`config.mk`:
```
export PLATFORM = sky130hd
export DESIGN_NAME = seq_serializer
export DESIGN_NICKNAME = d
export VERILOG_FILES = /design/src/rtl/seq_serializer.sv
export SDC_FILE = /design/constraint.sdc
export NUM_CORES = 1
export LEC_CHECK = 0
export CORE_MARGIN = 2
export CORE_UTILIZATION = 35
export DETAILED_ROUTE_END_ITERATION = 7
export GPL_ROUTABILITY_DRIVEN = 0
export PLACE_DENSITY_LB_ADDON = 0.12
export SYNTH_ARGS = -nofsm -noshare
export SYNTH_HDL_FRONTEND = slang
export SYNTH_SLANG_ARGS = --single-unit
export TNS_END_PERCENT = 1
```
`constraint.sdc`:
```
create_clock -name clk -period 2.05 [get_ports clk]
set_input_delay 0.5125 -clock clk [delete_from_list [all_inputs] [get_ports clk]]
set_output_delay 0.5125 -clock clk [all_outputs]
set_load 0.01 [all_outputs]
```
`src/rtl/seq_serializer.sv`:
```
// Parallel-to-serial converter feeding a downstream sequence detector.
// A word is accepted on a valid/ready handshake and sent one bit per enabled cycle.
module seq_serializer #(
    parameter int   WIDTH      = 8,
    parameter int   MSB_FIRST  = 1,
    parameter logic IDLE_LEVEL = 1'b0
) (
    input  logic             clk,
    input  logic             rst,
    input  logic [WIDTH-1:0] din,
    input  logic             din_valid,
    output logic             din_ready,
    input  logic             en,
    output logic             sout,
    output logic             sout_valid,
    output logic             busy,
    output logic             frame_done
);

    localparam int             CW   = $clog2(WIDTH);
    localparam logic [CW-1:0]  LAST = CW'(WIDTH - 1);

    typedef enum logic {IDLE, SHIFT} state_t;

    state_t           state;
    state_t           state_next;
    logic [WIDTH-1:0] shreg;
    logic [WIDTH-1:0] shreg_shifted;
    logic [CW-1:0]    count;
    logic             out_bit;
    logic             load;
    logic             advance;

    // The output end of the register is fixed by the bit order; shifting moves data toward it.
    assign out_bit       = (MSB_FIRST != 0) ? shreg[WIDTH-1] : shreg[0];
    assign shreg_shifted = (MSB_FIRST != 0) ? {shreg[WIDTH-2:0], 1'b0}
                                            : {1'b0, shreg[WIDTH-1:1]};

    always_ff @(posedge clk) begin
        if (rst) begin
            state <= IDLE;
        end else begin
            state <= state_next;
        end
    end

    // Ready is re-opened on the last enabled bit so a waiting word follows with no gap.
    always_comb begin
        state_next = state;
        din_ready  = 1'b0;
        busy       = 1'b0;
        sout_valid = 1'b0;
        frame_done = 1'b0;
        sout       = IDLE_LEVEL;
        load       = 1'b0;
        advance    = 1'b0;
        case (state)
            IDLE: begin
                din_ready = 1'b1;
                if (din_valid) begin
                    load       = 1'b1;
                    state_next = SHIFT;
                end
            end
            SHIFT: begin
                busy       = 1'b1;
                sout_valid = en;
                sout       = out_bit;
                if (en) begin
                    if (count == LAST) begin
                        frame_done = 1'b1;
                        din_ready  = 1'b1;
                        if (din_valid) begin
                            load = 1'b1;
                        end else begin
                            state_next = IDLE;
                        end
                    end else begin
                        advance = 1'b1;
                    end
                end
            end
            default: state_next = IDLE;
        endcase
    end

    always_ff @(posedge clk) begin
        if (rst) begin
            shreg <= '0;
            count <= '0;
        end else if (load) begin
            shreg <= din;
            count <= '0;
        end else if (advance) begin
            shreg <= shreg_shifted;
            count <= count + CW'(1);
        end
    end

endmodule

```
==> reports/qor.txt <==
H-tree depth: 1
Pwr Total: 554 uW
FF+latch count, synth: 12
Die Width: 46.5 um
Post-Syn Nets: 70
Worst Clk Skew: 0.00238 ns
CP max stage cell: dfxtp_1
CTS tree: yes
GR Util All Layers: 13.6%
Post-layout util: 50.5%
Status: finished, final reports clean
Crit end category: primary output
Top post-synthesis cells by count: 12 x dfxtp_1, 10 x nor3_1, 9 x mux2i_1
Postcts setup bufs: 0
Lkg Pwr: 0.000375 uW
Top cell type by total area after synthesis: dfxtp_1
Warnings from Yosys: 0
Clk_lat worst skew: 0.27 ns
Root buffer cell: clkbuf_4
Share of the synthesized area in the top cell type: 37.9%
Max Clk Rate: 0.503 GHz
Fin nets: 92
DR DRC count: 0
Crit Reg-Reg Endpoint: shreg[1]
RR Startpoint: count[0]
Synth area leaders: dfxtp_1 38%, mux2i_1 14%, a211oi_2 12%, nor3_1 7.9%, ha_1 4.0%
Hold path cells: 2
Hold Fails Final Rpt: 0
Number of cell rows: 15
Total congestion overflow: 0
Vias in the first global route: 435
CP cell instances: ha_2 -> ha_4 -> a21boi_4 -> inv_2 -> dlygate4sd2_1
Slew @ Worst Pin: 0.566 ns
CP peak stage delay: 0.33 ns
Min Clock Period, post-route: 1.99 ns
Critical path type: reg -> out
Relative slew slack: 62.1%
IO Port Bufs: 16
Core Area: 1710 um2
Cells after Synth: 56
R2R setup slack: 0.59 ns
Worst hold path type: reg -> reg
Cts bufs inserted: 3
Unique cell type count in the Yosys netlist: 20
Antenna viol nets, final: 0
Post-DR vias/cell: 4.76
Sequential element share of the synthesized area: 37.9%
Top Ports: 17
Chip Height: 46.5 um
Fin. max-slew vios: 0
Area grow syn2layout: 36.2%
Max-cap violations: 0
Die area: 2170 um2
DR pass1 iterations: 2
Mapped Area: 633 um2
WP data arrival: 1.48 ns
Clk sinks: 12
Initial antenna violation count: 0
Max clock buf depth: 2
Worst hold endpoint: shreg[0]
Post-synth ARST share: 0%
Worst path depth: 5
Syn_area_per_cell: 11.3 um2
Largest net degree at the start of global routing: 13
Initial core utilization: 37.1%
Setup crit start kind: register
Power Density: 643 nW/um2
Crit share post-route: 97.1%
CTS Hold Buffers Added: 0
EDFF count, synth: 0
RSZ-0062 raised after global routing: false
Clock transition at path regs: 0.08 ns
1st-iter DRT viols: 1
Post-synth top flop: dfxtp_1
Max VDD drop: 0.000375 V
Share of post-route cells with drive strength above 1: 26.0%
Cell family with most CP delay: adder cells
Vias after detailed routing: 486
CP bufs+invs: 2
Worst path required time: 1.54 ns
CP max FO: 3
DRT Wirelength: 1170 um
CTS resizes: 6
ANT cells: 0
Top-count cell post-synth: dfxtp_1
HP Start: shreg[0]
Worst reg-to-reg path cell count: 5
HPWL after detailed placement: 826 um
Setup violators final: 0
Average wire per standard cell: 11.5 um
First-pass GRT wire length: 1970 um
[per-layer routing]
| metal | up-vias | share of wire, % | track usage, % |
|---|---|---|---|
| met4 | 0 | 0.85 | 8.57 |
| met2 | 15 | 46 | 19.7 |
| met1 | 215 | 47 | 16.5 |
| li1 | 254 | - | - |
| met5 | - | 0 | 0 |
| met3 | 2 | 6.7 | 5.49 |
[stage by stage]
step / instance area, um2 / hold WS [ns] / worst slack, ns / TNS, ns / instances
5_1_grt: 862 / 0.526 / 0.000786 / 0 / 102
3_3_place_gp: 815 / 0.484 / -0.234 / -0.614 / 98
3_5_place_dp: 815 / 0.486 / -0.250 / -0.644 / 98
6_report: 862 / 0.515 / 0.0600 / 0 / 102
4_1_cts: 862 / 0.500 / 0.0493 / 0 / 102
2_1_floorplan: 633 / 0.468 / 0.460 / 0 / 56
[state kept, by name (all words and copies together), names as in the netlist]
| signal | flops |
|---|---|
| state | 1 |
| shreg | 8 |
| count | 3 |
[tightest hold or removal path: cells and delay by family, from the launching register on]
| kind | cells | cell delay [ns] |
|---|---|---|
| compound gates | 2 | 0.14 |
| flops | 1 | 0.33 |
[cell type report]
type | instances | area (um2)
fillers | 156 | 846
multi-input cells | 40 | 368
flip-flops and latches | 12 | 240
repair buffers | 19 | 179
clock buffers | 4 | 36.3
well taps | 25 | 31.3
inverters | 2 | 7.51
[logic make-up (layout without fill, tap and decap cells)]
kind of cell | count (synthesis) | count (layout) | share of synthesized area, %
DFF | 12 | 12 | 37.9
adders and majority gates | 2 | 2 | 3.95
buffers and inverters | 4 | 25 | 6.32
xor gates and xnor gates | 1 | 1 | 1.38
and+or+nand+nor | 17 | 17 | 17.4
AOI/OAI and AO/OA | 11 | 11 | 18.8
muxes | 9 | 9 | 14.2
[power breakdown]
group	switching (uW)	leakage, uW	total [uW]	internal, uW
combinational	46.2	0.000255	103	56.3
clock	86.2	0.0000210	194	108
sequential	9.33	0.0000989	257	248
total	142	0.000375	554	412
[placed cells by master (no fill, tap or decap)]
cell             synthesis  layout
a21boi_4                 1       1
xor2_1                   1       1
ha_2                     0       1
nand3b_4                 1       1
and2_1                   2       2
dfxtp_1                 12      12
a211oi_2                 6       6
a211oi_1                 1       1
o211ai_1                 1       1
clkdlybuf4s50_1          0      13
nor2_1                   1       1
a21oi_1                  2       2
ha_4                     0       1
buf_4                    0       3
dlygate4sd2_1            0       3
nand2_4                  1       1
clkinv_1                 1       1
inv_2                    1       1
mux2i_1                  9       9
clkbuf_8                 0       1
nand3_1                  1       1
clkbuf_4                 0       3
nor3_1                  10      10
and3_2                   1       1
[how the worst max path moves through the flow]
stage                  start         end  slack [ns]
detailed placement        en  frame_done       -0.25
finish              count[0]   din_ready        0.06
global placement          en  frame_done       -0.23
floorplan           count[0]   din_ready        0.46
global route        count[0]   din_ready      0.0008
CTS                 count[0]   din_ready        0.05
Power figures use the tool's default switching activity.
